**config.mk**
```make
export PLATFORM = sky130hd
export DESIGN_NAME = micro_sequencer
export DESIGN_NICKNAME = d
export VERILOG_FILES = /design/src/rtl/useq_pkg.sv /design/src/rtl/useq_dispatch.sv /design/src/rtl/micro_sequencer.sv
export SDC_FILE = /design/constraint.sdc
export NUM_CORES = 1
export LEC_CHECK = 0
export ABC_CLOCK_PERIOD_IN_PS = 1680
export CAP_MARGIN = 5
export CORE_ASPECT_RATIO = 1.1
export CORE_MARGIN = 2
export CORE_UTILIZATION = 27
export CTS_BUF_LIST = sky130_fd_sc_hd__clkbuf_2 sky130_fd_sc_hd__clkbuf_4 sky130_fd_sc_hd__clkbuf_8
export DETAILED_ROUTE_END_ITERATION = 6
export PLACE_DENSITY = 0.8
export SYNTH_ARGS = -nofsm -noshare
export SYNTH_HDL_FRONTEND = slang
export SYNTH_SLANG_ARGS = --single-unit
```
**constraint.sdc**
```tcl
create_clock -name clk -period 1.68 [get_ports clk]
set_clock_uncertainty 0.15 [all_clocks]
set_input_delay 0.168 -clock clk [delete_from_list [all_inputs] [get_ports clk]]
set_output_delay 0.168 -clock clk [all_outputs]
set_load 0.05 [all_outputs]
```
**src/rtl/useq_pkg.sv**
```systemverilog
`default_nettype none
// ============================================================================
// Module      : useq_pkg
// Description : Shared definitions for the micro-sequencer. Holds the
//               sequencer state encoding, the opcode values, the
//               micro-addresses of every routine's first microinstruction
//               and the control-word bit positions of the memory strobes.
// Ports       : none (package)
// Revision    : 1.0 - initial release
// ============================================================================
package useq_pkg;

  typedef logic [1:0] state_t;

  localparam state_t ST_IDLE = 2'd0;
  localparam state_t ST_RUN  = 2'd1;
  localparam state_t ST_WAIT = 2'd2;
  localparam state_t ST_HALT = 2'd3;

  localparam logic [4:0] OP_RSTALL = 5'd0;
  localparam logic [4:0] OP_CONST  = 5'd1;
  localparam logic [4:0] OP_MOV    = 5'd2;
  localparam logic [4:0] OP_SIZE   = 5'd3;
  localparam logic [4:0] OP_JMPNZ  = 5'd4;
  localparam logic [4:0] OP_MOV02  = 5'd5;
  localparam logic [4:0] OP_MOV13  = 5'd6;
  localparam logic [4:0] OP_ADDX   = 5'd7;
  localparam logic [4:0] OP_ADDY   = 5'd8;
  localparam logic [4:0] OP_ADD    = 5'd9;
  localparam logic [4:0] OP_SUB    = 5'd10;
  localparam logic [4:0] OP_MUL    = 5'd11;
  localparam logic [4:0] OP_LOAD   = 5'd12;
  localparam logic [4:0] OP_STORE  = 5'd13;
  localparam logic [4:0] OP_INCI   = 5'd14;
  localparam logic [4:0] OP_RSTI   = 5'd15;
  localparam logic [4:0] OP_END    = 5'd31;

  localparam logic [4:0] UA_FETCH1     = 5'd0;
  localparam logic [4:0] UA_FETCH2     = 5'd1;
  localparam logic [4:0] UA_RSTALL     = 5'd2;
  localparam logic [4:0] UA_CONST      = 5'd3;
  localparam logic [4:0] UA_MOV        = 5'd4;
  localparam logic [4:0] UA_SIZE       = 5'd5;
  localparam logic [4:0] UA_JMPNZY     = 5'd10;
  localparam logic [4:0] UA_JMPNZN     = 5'd13;
  localparam logic [4:0] UA_MOV02      = 5'd14;
  localparam logic [4:0] UA_MOV13      = 5'd15;
  localparam logic [4:0] UA_ADDX       = 5'd16;
  localparam logic [4:0] UA_ADDY       = 5'd17;
  localparam logic [4:0] UA_ADD1       = 5'd18;
  localparam logic [4:0] UA_SUB1       = 5'd19;
  localparam logic [4:0] UA_MUL1       = 5'd20;
  localparam logic [4:0] UA_LOAD1      = 5'd21;
  localparam logic [4:0] UA_STORE1     = 5'd24;
  localparam logic [4:0] UA_INCI       = 5'd27;
  localparam logic [4:0] UA_RSTI       = 5'd28;
  // Next-address fields above this value do not name a microinstruction.
  localparam logic [4:0] UA_LAST_LEGAL = 5'd28;

  localparam int CS_MEM_RD = 33;
  localparam int CS_MEM_WR = 32;

endpackage
`default_nettype wire

```
**src/rtl/useq_dispatch.sv**
```systemverilog
`default_nettype none
// ============================================================================
// Module      : useq_dispatch
// Description : Opcode dispatch table. Maps the instruction-register opcode
//               (and the zero flag, for JMPNZ) to the first microinstruction
//               of its routine, or flags a halt.
// Ports       : opcode_i  [4:0] opcode from the instruction register
//               z_flag_i        ALU zero flag
//               target_o  [4:0] first micro-address of the routine
//               halt_o          opcode stops the sequencer
//               illegal_o       opcode is not defined (implies halt_o)
// Revision    : 1.0 - initial release
// ============================================================================
module useq_dispatch
  import useq_pkg::*;
(
  input  logic [4:0] opcode_i,
  input  logic       z_flag_i,
  output logic [4:0] target_o,
  output logic       halt_o,
  output logic       illegal_o
);

  always_comb begin
    target_o  = UA_FETCH2;
    halt_o    = 1'b0;
    illegal_o = 1'b0;
    case (opcode_i)
      OP_RSTALL: target_o = UA_RSTALL;
      OP_CONST:  target_o = UA_CONST;
      OP_MOV:    target_o = UA_MOV;
      OP_SIZE:   target_o = UA_SIZE;
      // Jump taken when the last result was non-zero.
      OP_JMPNZ:  target_o = z_flag_i ? UA_JMPNZN : UA_JMPNZY;
      OP_MOV02:  target_o = UA_MOV02;
      OP_MOV13:  target_o = UA_MOV13;
      OP_ADDX:   target_o = UA_ADDX;
      OP_ADDY:   target_o = UA_ADDY;
      OP_ADD:    target_o = UA_ADD1;
      OP_SUB:    target_o = UA_SUB1;
      OP_MUL:    target_o = UA_MUL1;
      OP_LOAD:   target_o = UA_LOAD1;
      OP_STORE:  target_o = UA_STORE1;
      OP_INCI:   target_o = UA_INCI;
      OP_RSTI:   target_o = UA_RSTI;
      OP_END:    halt_o   = 1'b1;
      default: begin
        halt_o    = 1'b1;
        illegal_o = 1'b1;
      end
    endcase
  end

endmodule
`default_nettype wire

```
**src/rtl/micro_sequencer.sv**
```systemverilog
`default_nettype none
// ============================================================================
// Module      : micro_sequencer
// Description : Microcode sequencer. Owns the micro-PC that addresses the
//               combinational control ROM, forwards the ROM control field to
//               the datapath, dispatches opcodes at FETCH2 and stalls on
//               memory microinstructions until mem_ready.
// Ports       : clk, rst          clock, synchronous active-high reset
//               start             begin at FETCH1 (honoured in IDLE only)
//               opcode, z_flag    dispatch inputs, sampled at FETCH2
//               mem_ready         memory acknowledge
//               cs                ROM word {control[36:5], next[4:0]}
//               uaddr             ROM address (registered micro-PC)
//               ctrl              control field to datapath
//               busy / done / err RUN-or-WAIT / HALT / sticky error
// Options     : USEQ_MEM_TIMEOUT_EN - bound WAIT to TIMEOUT_CYC stalled
//               cycles, then halt with err.
// Revision    : 1.0 - initial release
// ============================================================================
module micro_sequencer
  import useq_pkg::*;
#(
  parameter int UADDR_W     = 5,
  parameter int CS_W        = 37,
  parameter int TIMEOUT_CYC = 16
) (
  input  logic                    clk,
  input  logic                    rst,
  input  logic                    start,
  input  logic [4:0]              opcode,
  input  logic                    z_flag,
  input  logic                    mem_ready,
  input  logic [CS_W-1:0]         cs,
  output logic [UADDR_W-1:0]      uaddr,
  output logic [CS_W-UADDR_W-1:0] ctrl,
  output logic                    busy,
  output logic                    done,
  output logic                    err
);

  state_t               state_q, state_d;
  logic [UADDR_W-1:0]   uaddr_q, uaddr_d;
  logic                 err_q, err_d;

  logic [4:0]           disp_target;
  logic                 disp_halt;
  logic                 disp_illegal;

  // Outcome of completing the current microinstruction.
  state_t               adv_state;
  logic [UADDR_W-1:0]   adv_uaddr;
  logic                 adv_err;

  logic                 mem_op;
  logic [UADDR_W-1:0]   next_field;

  assign mem_op     = cs[CS_MEM_RD] | cs[CS_MEM_WR];
  assign next_field = cs[UADDR_W-1:0];

  useq_dispatch u_dispatch (
    .opcode_i  (opcode),
    .z_flag_i  (z_flag),
    .target_o  (disp_target),
    .halt_o    (disp_halt),
    .illegal_o (disp_illegal)
  );

  // Halting keeps the micro-PC on the microinstruction that caused it.
  always_comb begin
    adv_state = ST_RUN;
    adv_uaddr = next_field;
    adv_err   = 1'b0;
    if (uaddr_q == UA_FETCH2) begin
      if (disp_halt) begin
        adv_state = ST_HALT;
        adv_uaddr = uaddr_q;
        adv_err   = disp_illegal;
      end else begin
        adv_uaddr = disp_target;
      end
    end else if (next_field > UA_LAST_LEGAL) begin
      adv_state = ST_HALT;
      adv_uaddr = uaddr_q;
      adv_err   = 1'b1;
    end
  end

`ifdef USEQ_MEM_TIMEOUT_EN
  localparam int                CNT_W    = $clog2(TIMEOUT_CYC + 1);
  localparam logic [CNT_W-1:0]  CNT_LAST = CNT_W'(TIMEOUT_CYC - 1);
  logic [CNT_W-1:0] wait_cnt_q, wait_cnt_d;
`else
  logic cfg_unused;
  assign cfg_unused = (TIMEOUT_CYC > 0);
`endif

  always_comb begin
    state_d = state_q;
    uaddr_d = uaddr_q;
    err_d   = err_q;
`ifdef USEQ_MEM_TIMEOUT_EN
    wait_cnt_d = wait_cnt_q;
`endif
    case (state_q)
      ST_IDLE: begin
        uaddr_d = UA_FETCH1;
        if (start) state_d = ST_RUN;
      end
      ST_RUN: begin
        if (mem_op && !mem_ready) begin
          state_d = ST_WAIT;
`ifdef USEQ_MEM_TIMEOUT_EN
          wait_cnt_d = '0;
`endif
        end else begin
          state_d = adv_state;
          uaddr_d = adv_uaddr;
          err_d   = err_q | adv_err;
        end
      end
      ST_WAIT: begin
        if (mem_ready) begin
          state_d = adv_state;
          uaddr_d = adv_uaddr;
          err_d   = err_q | adv_err;
        end
`ifdef USEQ_MEM_TIMEOUT_EN
        else if (wait_cnt_q == CNT_LAST) begin
          state_d = ST_HALT;
          err_d   = 1'b1;
        end else begin
          wait_cnt_d = wait_cnt_q + 1'b1;
        end
`endif
      end
      ST_HALT: ;
      default: state_d = ST_IDLE;
    endcase
  end

  always_ff @(posedge clk) begin
    if (rst) begin
      state_q <= ST_IDLE;
      uaddr_q <= '0;
      err_q   <= 1'b0;
    end else begin
      state_q <= state_d;
      uaddr_q <= uaddr_d;
      err_q   <= err_d;
    end
  end

`ifdef USEQ_MEM_TIMEOUT_EN
  always_ff @(posedge clk) begin
    if (rst) wait_cnt_q <= '0;
    else     wait_cnt_q <= wait_cnt_d;
  end
`endif

  assign uaddr = uaddr_q;
  assign busy  = (state_q == ST_RUN) || (state_q == ST_WAIT);
  assign done  = (state_q == ST_HALT);
  assign err   = err_q;
  // The ROM is addressed by the registered micro-PC, so in WAIT this is the
  // stalled microinstruction's control field.
  assign ctrl  = busy ? cs[CS_W-1:UADDR_W] : '0;

endmodule
`default_nettype wire

```
* Yosys cells after proc, flatten, opt, wreduce, memory -nomap -nowiden
Index checks and enable logic that the tools add are counted.
** Word-level totals
- Register bits :: 8
- Bits in latches :: 0
- RAM bits :: 0
- Memory bits (read-only) :: 0
- Output and inout bits :: 40
- Logic and storage cells :: 64
- Memories :: 0
** Cells by class
- Add/subtract/negate cells :: 0
- $mul :: 0
- Divide/modulo/power cells :: 0
- Magnitude comparators :: 1
- Equality and inequality tests :: 23
- Shifts and indexed selects :: 0
- Mux-type cells :: 23
- Bitwise logic cells :: 2
- Reduce and logical (&&, ||, !) cells :: 12
** Operator list (count)
- one-hot mux 5 bit (16 select lines) :: 1
- equality test 5 x 4 -> 1 bit, second input constant :: 8
- 2-to-1 mux 32 bit :: 1
- 2-to-1 mux 5 bit :: 5
- equality test 5 x 3 -> 1 bit, second input constant :: 4
- OR reduction 17 bit :: 1
- OR reduction 16 bit :: 1
- one-hot mux 5 bit (3 select lines) :: 1
- 2-to-1 mux 2 bit :: 6
- equality test 5 x 1 -> 1 bit, second input constant :: 2
- equality test 5 x 2 -> 1 bit, second input constant :: 2
- AND reduction 3 bit :: 3
- 2-to-1 mux 1 bit :: 6
- inequality test 2 bit, second input constant :: 3
- one-hot mux 2 bit (3 select lines) :: 1
- equality test 5 bit, second input constant :: 1
- greater-than comparator 5 bit, second input constant :: 1
- zero test 5 bit :: 1
- equality test 2 bit, second input constant :: 2
- 2-to-1 mux 3 bit :: 1
- nonzero test 3 bit :: 1
- equality test 2 x 1 -> 1 bit, second input constant :: 1
- zero test 2 bit :: 1
- OR 1 bit :: 2
- other kinds (5) :: 5

* Logic depth before layout (Yosys ltp)
- Depth after elaboration :: 8
- Gate-level depth with buffers :: 7
- Depth with buffers taken out :: 7

* Cells and area by module
Synthesis repeated with hierarchy kept, for this count alone.
** Second synthesis, totals
- Cells, all modules :: 120
- Area total of the unflattened synthesis :: 920.9 µm²
** By module, submodules not included
- micro_sequencer :: instances 1, cells an instance 97, area an instance 755.7 µm², sequential area each 160.2 µm²
- useq_dispatch :: instances 1, cells an instance 23, area an instance 165.2 µm², sequential area each 0.0 µm²

* Worst setup path before layout
No wires, ideal clock.
- Path kind :: reg2out
- Start point :: register state_q[0]
- End point :: output ctrl[0]
- Arrival :: 1.869 ns
- Data required time :: 1.362 ns
- Setup slack :: -0.507 ns
- Cell stages (with the launch flop) :: 6
- Path buffers :: 2
- Cell sequence :: dfxtp_1 > inv_1 > ha_1 > buf_2 > clkbuf_1 > and2_1
** Between the ends
- Word-level cells in the longest chain between the ends :: 3
- Elaborated cells between the ends (all ways) :: 4
** RTL lines
- from (decl) :: RTL line micro_sequencer.sv:41 : state_t state_q, state_d;
- from (signal assigned) :: RTL line micro_sequencer.sv:147 : state_q <= state_d;
- equality test 2 x 1 -> 1 bit or equality test 2 bit (tied branches) :: RTL line micro_sequencer.sv:161 : assign busy = (state_q == ST_RUN) || (state_q == ST_WAIT);
- logical OR 1 bit (*) :: RTL line micro_sequencer.sv:161
- net busy :: RTL line micro_sequencer.sv:36 : output logic busy,
- 2-to-1 mux 32 bit (*) :: RTL line micro_sequencer.sv:166 : assign ctrl = busy ? cs[CS_W-1:UADDR_W] : '0;
- to (decl) :: RTL line micro_sequencer.sv:35 : output logic [CS_W-UADDR_W-1:0] ctrl,
The timed path passes the listed nets; every way through them passes the cells marked *.

* Worst setup path after layout
- Start point :: register state_q[1]
- End point :: output ctrl[9]
** Between the ends
- Word-level cells in the longest chain between the ends :: 3
- Elaborated cells between the ends (all ways) :: 4
** RTL lines (RTL line)
- equality test 2 x 1 -> 1 bit or equality test 2 bit (tied branches) :: micro_sequencer.sv:161
- logical OR 1 bit (*) :: micro_sequencer.sv:161
- 2-to-1 mux 32 bit (*) :: micro_sequencer.sv:166
Mark *: on every way between the ends. The rest lies on a longest branch, timed or not.

==> summary.md <==
| Metric | Value |
|---|---|
| Status | `finished, violations left` |
| Failing checks | `negative setup slack` |
| Hold slack | `0.323 ns` |
| Post-DRT Antenna Nets | `0` |
| Tot Pwr | `1.59 mW` |
| Final hold vios | `0` |
| Yosys warning count | `0` |
| Die height | `62.7 um` |
| Critical-path top delay cell | `ha_4` |
| Max cap viols | `0` |
| Port Buffers | `86` |
| Starting Density | `28.0%` |
| Post-Place Worst Slack | `-0.345 ns` |
| Ant. Diodes | `0` |
| Row count | `21` |
| Tot GR Track Use | `22.7%` |
| Worst Slack Setup Final | `-0.235 ns` |
| Adder-Cell Fraction of Synth Area | `5.93%` |
| Drt first pass iters | `4` |
| Aggregate global routing overflow | `0` |
| Crit-path cells | `inv_2 > buf_6 > ha_4 > buf_4 > and2_2 > buf_12` |
| Synth Cell Area | `845 um^2` |
| Commonest non-fill, non-tap cell in the layout | `clkdlybuf4s50_1` |
| Initial antenna violation count | `0` |
| NumNets Final | `277` |
| Most area-hungry cell type in the Yosys netlist | `and2_1` |
| Slew at the pin with the worst max-slew slack | `0.358 ns` |
| Final Cycle Share | `114%` |
| Terminus of the critical flop-to-flop path | `uaddr[4]` |
| First-pass GRT wire length | `6500 um` |
| Hold_buf cts | `0` |
| Pwr Density | `637 nW/um^2` |
| Initial drt markers | `28` |
| Hold path cells | `1` |
| Largest stage delay, worst path | `0.36 ns` |
| HP Start | `err` |
| Die area | `3590 um^2` |
| FMAX | `0.522 GHz` |
| Mux cell area share after synthesis | `1.19%` |
| Sequential cell area fraction in the yosys report | `19.0%` |
| Critical path startpoint category | `register` |
| DRC Markers | `0` |
| Worst reg2reg path depth | `6` |
| Area Overhead vs Synth | `196%` |
| Final Slew Violations | `0` |
| DR vias | `1309` |
| Share of layout cells above drive strength 1 | `57.6%` |
| Mean Syn Cell Area | `7.22 um^2` |
| Synth Area in Compound Gates | `26.4%` |
| Critical path arrival | `1.60 ns` |
| TritonCTS clock tree | `yes` |
| Die width | `57.3 um` |
| Worst Hold Class | `reg2reg` |
| Dpl hpwl | `3200 um` |
| DP Cell Count | `249` |
| Yosys top cell area share | `23.7%` |
| GPL Wtd Cong | `0.912` |
| IO Pins | `87` |
| Largest net degree at the start of global routing | `16` |
| Post-Syn Nets | `168` |
| RSZ-0062 raised after global routing | `yes` |
| Clock insertion delay at the later pin of the skew report | `0.26 ns` |
| Flop-to-flop setup slack | `-0.17 ns` |
| Hold Crit Endpoint | `err` |
| Simple-gate area share of the yosys netlist | `39.0%` |
| Vias/cell | `5.07` |
| Post-synthesis cell type count | `33` |
| Worst EP required | `1.36 ns` |
| CTS H-Tree Depth | `1` |
| P_leak | `1.05 nW` |
| Worst r2r src | `state_q[1]` |
| Routed wire length per instance | `17.4 um` |
| Clock tree buffer depth | `2` |
| Number of synthesized register bits | `8` |
| Synth Area in XOR/XNOR | `0%` |
| Final wirelength | `4490 um` |
| Worst-path fanout max | `6` |
| Post-Synthesis Cells | `117` |
| Max VDD drop | `0.543 mV` |
| Inserted Clock Buffers | `3` |
| CTS root buf | `clkbuf_4` |
| Final setup viols | `40` |
| Worst-path clk slew | `0.06 ns` |
| Crit path kind | `reg2out` |
| Most frequent cells in the layout | `clkdlybuf4s50_1, buf_12, and2_4` |
| Crit end category | `output pin` |
| Top cells by area, synth | `and2_1, dfxtp_1, o32ai_1` |
| Final worst path period need | `1.92 ns` |
| Vias in the first global route | `1465` |
| Largest family of logic cells by synthesized area | `simple AND/OR/NAND/NOR gates` |
| Layout Cells excl Fill | `258` |
| Clock sinks | `8` |
| Slew HR | `76.0%` |
| Total core area | `3020 um^2` |
-- cells in the mapped netlist --
| master | number |
|---|---|
| a21boi_1 | 1 |
| a21o_1 | 1 |
| a21oi_1 | 5 |
| a22o_1 | 1 |
| a31oi_1 | 1 |
| a32oi_1 | 3 |
| a41oi_1 | 1 |
| and2_1 | 32 |
| and3_1 | 1 |
| buf_1 | 1 |
| buf_2 | 1 |
| clkbuf_1 | 5 |
| dfxtp_1 | 8 |
| ha_1 | 4 |
| inv_1 | 12 |
| mux2i_1 | 1 |
| nand2_1 | 1 |
| nand3b_1 | 1 |
| nand4_2 | 1 |
| nor2_1 | 10 |
| nor2b_1 | 2 |
| nor3_1 | 4 |
| nor3b_1 | 1 |
| o2111ai_1 | 1 |
| o2111ai_2 | 1 |
| o21a_1 | 1 |
| o21ai_0 | 5 |
| o21bai_1 | 1 |
| o2bb2ai_1 | 1 |
| o31ai_1 | 1 |
| o32ai_1 | 6 |
| or4_1 | 1 |
| or4b_4 | 1 |
-- per-layer routing --
metal	vias to the layer above	wire length, um	share of wire, %	track usage (%)
met4	0	71	1.6	4.65
met2	63	2470	55	44.7
li1	625	-	-	-
met5	-	0	0	0
met3	8	396	8.8	7.87
met1	613	1550	35	22.0
-- final cells by class --
class	count	area [um^2]
Sequential cell	8	171
Clock buffer	3	22.5
Inverter	12	45.0
Multi-Input combinational cell	90	787
Fill cell	144	519
Tap cell	34	42.5
Timing Repair Buffer	111	1430
-- state kept, by name (all words and copies together), names as in the netlist --
| register | flops |
|---|---|
| uaddr | 5 |
| state_q | 2 |
| err | 1 |
-- worst max path at each step --
stage	depth (start not counted)	start	slack, ns	endpoint
CTS	6	state_q[1]	-0.21	ctrl[18]
global route	6	state_q[1]	-0.28	ctrl[9]
global placement	6	cs[32]	-0.28	uaddr[1]
detailed placement	6	cs[32]	-0.35	uaddr[4]
finish	6	state_q[1]	-0.24	ctrl[9]
floorplan	6	state_q[0]	-0.12	uaddr[0]
-- power by group --
group | switching, mW | leakage, nW | internal [mW] | total [mW]
registers | 0.0114 | 0.0685 | 0.206 | 0.217
clock network | 0.0710 | 0.0138 | 0.0821 | 0.153
logic | 0.586 | 0.970 | 0.637 | 1.22
total | 0.669 | 1.05 | 0.925 | 1.59
-- what timing repair did --
| item | in CTS | in global routing |
|---|---|---|
| hold endpoints to repair | 0 | 0 |
| setup endpoints to repair | 41 | 41 |
| gates cloned | 2 | 0 |
| pin swaps | 10 | 2 |
| gates resized for setup | 13 | 15 |
| buffers inserted | 2 | 2 |
-- through the flow --
| stage | utilization [%] | area [um^2] | TNS, ns |
|---|---|---|---|
| finish | 82.8 | 2500 | -7.64 |
| global route | 82.8 | 2500 | -9.36 |
| CTS | 80.9 | 2440 | -6.62 |
| detailed placement | 76.6 | 2310 | -3.10 |
| global placement | 76.6 | 2310 | -1.72 |
| floorplan | - | 976 | -2.57 |
-- critical path, delay by kind of cell, from the launching register on --
kind / cells / cell delay [ns]
fa+ha+maj: 1 / 0.36
buf+inv: 4 / 0.47
simple gates: 1 / 0.16
flops: 1 / 0.34
-- logic make-up (layout without fill, tap and decap cells) --
kind of cell               count (synthesis)  count (layout)
adders and majority gates                  4               4
buffers and inverters                     19             126
muxes                                      1               1
DFF                                        8               8
and+or+nand+nor                           55              55
AOI/OAI and AO/OA                         30              30
No activity file was read; power rests on OpenSTA's default activity.
